<file path="src/rtl/decoder_seq_pkg.sv">
// decoder_seq_pkg: shared types and encodings for the decoder_seq block.
// Holds the FSM state enum and the encodings of the mode input.

package decoder_seq_pkg;

  // Controller states. IDLE is the reset state.
  typedef enum logic [1:0] {
    IDLE   = 2'd0,
    DIRECT = 2'd1,
    SCAN   = 2'd2
  } state_e;

  // Encodings of the mode input.
  localparam logic MODE_DIRECT = 1'b0;
  localparam logic MODE_SCAN   = 1'b1;

endpackage : decoder_seq_pkg

</file>
<file path="src/rtl/decoder_onehot.sv">
// decoder_onehot: purely combinational IN_W -> 2**IN_W one-hot decoder.
// Exactly one output bit is set for every select value.

module decoder_onehot #(
  parameter int IN_W = 2
) (
  input  logic [IN_W-1:0]      sel_i,
  output logic [(1<<IN_W)-1:0] onehot_o
);

  // Set only the bit addressed by the select.
  always_comb begin
    onehot_o        = '0;
    onehot_o[sel_i] = 1'b1;
  end

endmodule : decoder_onehot

</file>
<file path="src/rtl/decoder_seq.sv">
// decoder_seq: registered one-hot decoder with an optional scan walker.
//   DIRECT: in_sel is decoded on each accepted transfer (latency 1).
//   SCAN:   a single hot bit walks 0..OUT_W-1, each position held DWELL cycles,
//           with a one-cycle scan_wrap pulse when the index returns to 0.
// Optional feature: define DECODER_SEQ_SCAN_EN to build the SCAN state and its
// registers. Without it, mode is ignored (treated as DIRECT) and scan_idx /
// scan_wrap are tied to 0.

module decoder_seq
  import decoder_seq_pkg::*;
#(
  parameter int IN_W  = 2,   // select width, 1..6
  parameter int DWELL = 1    // cycles each scan position is held, >= 1
) (
  input  logic                  clk,
  input  logic                  rst,
  input  logic                  en_i,
  input  logic                  mode_i,
  input  logic                  in_valid_i,
  input  logic [IN_W-1:0]       in_sel_i,
  output logic                  in_ready_o,
  output logic [(1<<IN_W)-1:0]  out_onehot_o,
  output logic                  out_valid_o,
  output logic [IN_W-1:0]       scan_idx_o,
  output logic                  scan_wrap_o
);

  localparam int OUT_W = 1 << IN_W;

  state_e           state_q, state_d;
  logic [OUT_W-1:0] onehot_q, onehot_d;
  logic             valid_q, valid_d;
  logic             mode_scan;
  logic             accept;
  logic [IN_W-1:0]  dec_sel;
  logic [OUT_W-1:0] dec_onehot;

`ifdef DECODER_SEQ_SCAN_EN
  localparam int              DW_W       = (DWELL > 1) ? $clog2(DWELL) : 1;
  localparam logic [DW_W-1:0] DWELL_LAST = DW_W'(DWELL - 1);

  logic [IN_W-1:0] scan_idx_q, scan_idx_d;
  logic [DW_W-1:0] dwell_q, dwell_d;
  logic            wrap_q, wrap_d;

  assign mode_scan = (mode_i == MODE_SCAN);
`else
  // Without the scan feature the mode input has no effect.
  logic unused_mode;
  assign unused_mode = mode_i;
  assign mode_scan   = 1'b0;
`endif

  assign in_ready_o = (state_q == DIRECT);
  assign accept     = in_valid_i & in_ready_o;

  // Next state: en low always returns to IDLE; otherwise mode picks the state.
  always_comb begin
    // NOTE: every signal written in a combinational block gets a default first,
    // so no path leaves it unassigned and no latch is inferred.
    state_d = state_q;
    if (!en_i) begin
      state_d = IDLE;
    end else if (mode_scan) begin
      state_d = SCAN;
    end else begin
      state_d = DIRECT;
    end
  end

`ifdef DECODER_SEQ_SCAN_EN
  // Scan walker: restart on entry, step every DWELL cycles, flag the wrap.
  always_comb begin
    scan_idx_d = scan_idx_q;
    dwell_d    = dwell_q;
    wrap_d     = 1'b0;
    case (state_d)
      IDLE: begin
        scan_idx_d = '0;
        dwell_d    = '0;
      end
      DIRECT: begin
        // Leaving or staying out of SCAN keeps scan_idx where it stopped.
        dwell_d = '0;
      end
      SCAN: begin
        if (state_q != SCAN) begin
          scan_idx_d = '0;
          dwell_d    = '0;
        end else if (dwell_q == DWELL_LAST) begin
          dwell_d    = '0;
          scan_idx_d = scan_idx_q + 1'b1;
          wrap_d     = &scan_idx_q;
        end else begin
          dwell_d = dwell_q + 1'b1;
        end
      end
      default: begin
        scan_idx_d = '0;
        dwell_d    = '0;
      end
    endcase
  end

  // The shared decoder sees the next scan position while scanning.
  assign dec_sel = (state_d == SCAN) ? scan_idx_d : in_sel_i;
`else
  assign dec_sel = in_sel_i;
`endif

  decoder_onehot #(
    .IN_W (IN_W)
  ) u_decoder_onehot (
    .sel_i    (dec_sel),
    .onehot_o (dec_onehot)
  );

  // Output data: load on accept, hold otherwise, clear on any state entry
  // other than SCAN; SCAN always shows the decoded scan position.
  always_comb begin
    onehot_d = onehot_q;
    valid_d  = valid_q;
    case (state_d)
      DIRECT: begin
        if (state_q != DIRECT) begin
          onehot_d = '0;
          valid_d  = 1'b0;
        end else if (accept) begin
          onehot_d = dec_onehot;
          valid_d  = 1'b1;
        end
      end
`ifdef DECODER_SEQ_SCAN_EN
      SCAN: begin
        onehot_d = dec_onehot;
        valid_d  = 1'b1;
      end
`endif
      default: begin
        onehot_d = '0;
        valid_d  = 1'b0;
      end
    endcase
  end

  // State and output registers, cleared asynchronously by rst.
  always_ff @(posedge clk or posedge rst) begin
    // NOTE: sequential state uses non-blocking assignments so every register
    // samples the pre-edge values regardless of statement order.
    if (rst) begin
      state_q  <= IDLE;
      onehot_q <= '0;
      valid_q  <= 1'b0;
    end else begin
      state_q  <= state_d;
      onehot_q <= onehot_d;
      valid_q  <= valid_d;
    end
  end

`ifdef DECODER_SEQ_SCAN_EN
  // Scan index, dwell counter and wrap pulse registers.
  always_ff @(posedge clk or posedge rst) begin
    if (rst) begin
      scan_idx_q <= '0;
      dwell_q    <= '0;
      wrap_q     <= 1'b0;
    end else begin
      scan_idx_q <= scan_idx_d;
      dwell_q    <= dwell_d;
      wrap_q     <= wrap_d;
    end
  end

  assign scan_idx_o  = scan_idx_q;
  assign scan_wrap_o = wrap_q;
`else
  assign scan_idx_o  = '0;
  assign scan_wrap_o = 1'b0;
`endif

  assign out_onehot_o = onehot_q;
  assign out_valid_o  = valid_q;

endmodule : decoder_seq

</file>
<file path="config.mk">
export PLATFORM = sky130hd
export DESIGN_NAME = decoder_seq
export DESIGN_NICKNAME = d
export VERILOG_FILES = /design/src/rtl/decoder_seq_pkg.sv /design/src/rtl/decoder_onehot.sv /design/src/rtl/decoder_seq.sv
export SDC_FILE = /design/constraint.sdc
export NUM_CORES = 1
export LEC_CHECK = 0
export BUFFER_PORTS_ARGS = -buffer_cell sky130_fd_sc_hd__buf_2
export CORE_AREA = 3 3 40 42
export CTS_CLUSTER_DIAMETER = 200
export CTS_CLUSTER_SIZE = 25
export DETAILED_ROUTE_END_ITERATION = 8
export DIE_AREA = 0 0 43 45
export GPL_TIMING_DRIVEN = 0
export MAX_ROUTING_LAYER = met4
export SETUP_SLACK_MARGIN = 0.4
export SKIP_CTS_REPAIR_TIMING = 1
export SYNTH_ARGS = -nofsm -noshare
export SYNTH_HDL_FRONTEND = slang
export SYNTH_SLANG_ARGS = --single-unit
</file>
<file path="constraint.sdc">
create_clock -name clk -period 0.8 [get_ports clk]
set_clock_uncertainty 0.05 [all_clocks]
set_input_delay 0.12 -clock clk [delete_from_list [all_inputs] [get_ports clk]]
set_output_delay 0.12 -clock clk [all_outputs]
set_load 0.005 [all_outputs]
</file>
-- Word-level counts from Yosys, hierarchy flattened
Index checks and enable logic that the tools add are counted.
- reductions and logical operators: 1
- muxes and demuxes: 9
- bitwise operators: 1
- equal/unequal tests: 4
- order comparisons: 2
- operator list (cell ; number):
    $mux 4 ; 3
    $mux 1 ; 5
    $eq 2x1->1 const B ; 2
    $lt 2x3->1 const B ; 1
    $ne 3x3->1 const B ; 1
    $demux 1 s2 ; 1
    $ge 2x1->1 const B ; 1
    $ne 2x1->1 const B ; 1
    $and 1x1->1 ; 1
    $logic_and 1x1->1 ; 1
- logic and storage cells: 20
- output and inout port bits: 9
- input bits: 7
- register bits after elaboration: 7

-- Longest topological paths before layout
- word-level depth: 7
- gate-level depth with buffers: 2
- depth with buffers taken out: 2

-- Hierarchy
A second synthesis with hierarchy kept.
- cell total of the unflattened synthesis: 27
- area, all modules: 284.0 um^2
- modules (own cells, without submodules) (module ; area an instance (um^2) ; times used ; cells each ; seq. area each (um^2)):
    decoder_seq ; 257.7 ; 1 ; 23 ; 150.1
    decoder_onehot ; 26.3 ; 1 ; 4 ; 0.0

-- Worst setup path before layout
OpenSTA, ideal clock, no wires.
- path type: in2reg
- start point: input port in_sel_i[0]
- end point: register onehot_q[0] (netlist: out_onehot_o[0])
- data arrival time: 0.621 ns
- setup slack: 0.055 ns
- library setup time: 0.073 ns
- data required time: 0.677 ns
- cell stages on the path: 2
- buffers on the path: 0
- cell sequence: or3b_1 -> a21oi_2
- word-level cells in the longest chain between the ends: 7
- elaborated cells on any way between the ends: 8
- classes of those cells: 2 x order compare; 5 x mux; 1 x reduce/logical
- RTL lines (element ; RTL line ; RTL):
    start: declaration ; decoder_seq.sv:20 ; input logic [IN_W-1:0] in_sel_i,
    $lt 2x3->1 (implied by the code) or $ge 2x1->1 (tied branches) ; decoder_onehot.sv:14 ; onehot_o[sel_i] = 1'b1;
    $logic_and 1x1->1 (implied by the code) ; decoder_onehot.sv:14 ;
    $mux 1 (implied by the code) ; decoder_onehot.sv:14 ;
    $demux 1 s2 * ; - ;
    $mux 4 * ; decoder_seq.sv:128 ; end else if (accept) begin
    $mux 4 * ; decoder_seq.sv:125 ; if (state_q != DIRECT) begin
    $mux 4 * ; decoder_seq.sv:123 ; case (state_d)
    end signal: assignment ; decoder_seq.sv:156 ; onehot_q <= onehot_d;
    end: declaration ; decoder_seq.sv:31 ; logic [OUT_W-1:0] onehot_q, onehot_d;
Every way passes the cells marked *; elsewhere a longest branch is shown, timed or not. The select of a mux whose other input is x is not followed.
A chain may end at the register's enable or synchronous reset.

-- Final worst setup path
- start point: register valid_q (netlist: out_valid_o)
- end point: output port out_valid_o
- RTL lines (element ; RTL line ; RTL):
    start: declaration ; decoder_seq.sv:32 ; logic valid_q, valid_d;
    start signal: assignment ; decoder_seq.sv:157 ; valid_q <= valid_d;
    end: declaration ; decoder_seq.sv:23 ; output logic out_valid_o,
No word-level cell between the ends.

==> results by group <==
Run status
  • Status: finished with violations
  • Failing checks: negative hold slack, negative setup slack

Layout
  • Register area: 150 µm²
  • Antenna Cells: 0
  • Filler cell count: 134
  • Share of layout cells above drive strength 1: 65.2%
  • Most common cell after layout, fill and taps aside: buf_2
  • Most frequent cells in the layout: buf_2 (11), dfrtp_1 (6), buf_4 (5)
  • Fin util: 35.0%
  • Area Growth Syn to Fin: 67.0%
  • Multi-input combinational cell area: between 100 and 150 µm²
  • Layout Nets: 55

Timing
  • Fin crit period: ~920 ps
  • RSZ-0062 raised after global routing: yes
  • Max-slew violation count: 0
  • Setup-failing EPs final: 6
  • Setup slack after layout: -122 ps
  • Period utilisation layout: 115%
  • Fmax achieved: 1090 MHz
  • WHS: -267 ps
  • Hold Violations, Final: 7

Worst setup path
  • Critical path's slowest cell: dfrtp_1
  • Startpoint types: register
  • Reg-to-reg startpoint: out_valid_o$_DFFE_PP0P_
  • CP Max Fanout: 2
  • Crit path launch: out_valid_o$_DFFE_PP0P_
  • CP Data Required Time: 630 ps
  • Ordered cell list for the critical path: buf_2
  • Top delay family on crit path: flip-flops
  • Crit-path max cell delay: about 380 ps
  • Worst path arrival time: 750 ps
  • Worst reg-to-reg path cell count: 3
  • Flop2flop setup slack: 10 ps
  • R2R Path End: out_valid_o$_DFFE_PP0P_
  • Buffers and inverters on the worst path: 1
  • CP Depth: 1
  • Setup CP Type: reg -> out
  • Worst Setup End Kind: output pin
  • Setup crit end: out_valid_o

Power
  • Clock Power Share: 40.9%
  • Int Pwr: between 0.5 and 0.6 mW
  • Switching Power: 0.164 mW
  • Net Sw Frac: 23.6%
  • Power share of the combinational group: a little over an eighth
  • Sequential Power Share: 45.6%
  • Worst vdd ir: 1020 µV
  • Post-layout total power: 0.697 mW
  • Cell Pwr Density: roughly 1600 nW/µm²
  • Static Leak: 0.236 nW

Routing
  • DRT Pass-1 Iters: 2
  • Antenna viol nets, final: 0
  • DR DRC count: 0
  • DR vias/cell: 3.85
  • Vias: 235
  • DR iter-0 viols: 2
  • Final WL: 642 µm
  • Drt wl/cell: roughly 11 µm

Synthesis
  • Post-Synthesis Cells: 26
  • YS warnings: 0
  • Syn_area_per_cell: 10.3 µm²
  • Unique cell type count in the Yosys netlist: 12
  • Sequential area share after synthesis: 55.8%
  • Seq cells post-synth: 6
  • Post-synthesis cell area: approximately 270 µm²

Clock tree
  • Buffers from clock root to sink, at most: 2
  • Register clock-pin slew on the reported worst setup and hold paths: 50 ps
  • # clock sinks: 6
  • CTS HTree Levels: 1
  • CTS Root Cell: clkbuf_4
  • Total CTS buffers: 3
  • Worst-Skew Late Latency: between 200 and 250 ps
  • CTS tree: yes

Placed design
  • GP Congestion: 0.652
  • IO Port Bufs: 11
  • Dpl hpwl: 424 µm

GRT
  • Tot GR Track Use: ~7.1%
  • Initial antenna violation count: 0
  • Gr ovfl total: 0
  • First-pass GRT wire length: 931 µm
  • Vias in the first global route: 192
  • Largest net degree at the start of global routing: 10

Worst hold path
  • Worst min path class: in -> async

Die
  • Initial Util: 20.9%
  • Die Ht: 45 µm
  • Row Count: 13
  • Die area: 1940 µm²
  • # IOs: 16
  • Die X: between 40 and 50 µm
  • Core area: 1280 µm²

Flow run
  • Max_cap viols: 0
## registers in the layout, summed over array words and instances (netlist names)
register      count
out_onehot_o      4
out_valid_o       1
state_q           1
## synth_stat cells
cell,n,area [µm²]
dfrtp_1,6,150
nor2_1,2,7.51
a21oi_1,3,15.0
nand3_1,1,5.00
conb_1,1,3.75
a21oi_2,1,8.76
nand3b_1,2,15.0
or3b_1,1,8.76
nand2_1,1,3.75
inv_1,1,3.75
buf_4,3,22.5
nand2b_1,4,25.0
## worst min path at each step
stage / from / endpoint / slack, ps / cells past startpoint
after floorplan: rst / out_onehot_o[0]$_DFFE_PP0P_ / -140 / 1
after global placement: rst / state_q[0]$_DFF_PP0_ / -7 / 2
after detailed placement: rst / state_q[0]$_DFF_PP0_ / 3 / 2
after CTS: rst / out_valid_o$_DFFE_PP0P_ / -260 / 2
after global routing: rst / out_valid_o$_DFFE_PP0P_ / -250 / 2
final: rst / out_valid_o$_DFFE_PP0P_ / -270 / 2
## power groups by stage
stage,Clock [mW],Sequential (mW),Combinational (mW)
global placement,0,0.322,0.0716
CTS,0.303,0.317,0.0726
global route,0.328,0.318,0.104
floorplan,0,0.323,0.0376
detailed placement,0,0.322,0.0726
finish,0.285,0.318,0.0939
## stage by stage
step,instance area (µm²),std cells,setup WS [ps],setup TNS (ps)
after global placement,353,54,-72.9,-72.9
final,449,61,-122,-686
after global routing,449,61,-165,-940
after floorplan,279,28,76.3,0
after CTS,375,57,-134,-727
after detailed placement,353,54,-89.5,-89.5
## area by class of cell
class / count / area share, %
Buffer: 3 / 5.01
Clock buffer: 3 / 5.01
Inverter: 1 / 0.836
Multi-Input combinational cell: 18 / 30.9
Sequential cell: 6 / 33.4
Tap cell: 15 / 4.18
Timing Repair Buffer: 15 / 20.6
## layer usage
| metal | vias up | share of wire, % | global-route usage [%] |
|---|---|---|---|
| li1 | 120 | - | - |
| met1 | 100 | 44 | 9.34 |
| met2 | 15 | 41 | 7.78 |
| met3 | 0 | 15 | 7.17 |
| met4 | 0 | 0 | 0 |
| met5 | - | 0 | - |
## cell families (layout without fill, tap and decap cells)
kind of cell    after synthesis  count (layout)  share of synthesized area, %
buf+inv                       4              22                          9.77
compound gates                4               4                          8.84
flops                         6               6                          55.8
other cells                   1               3                          1.39
simple gates                 11              11                          24.2
(Power assumes the default switching activity.)
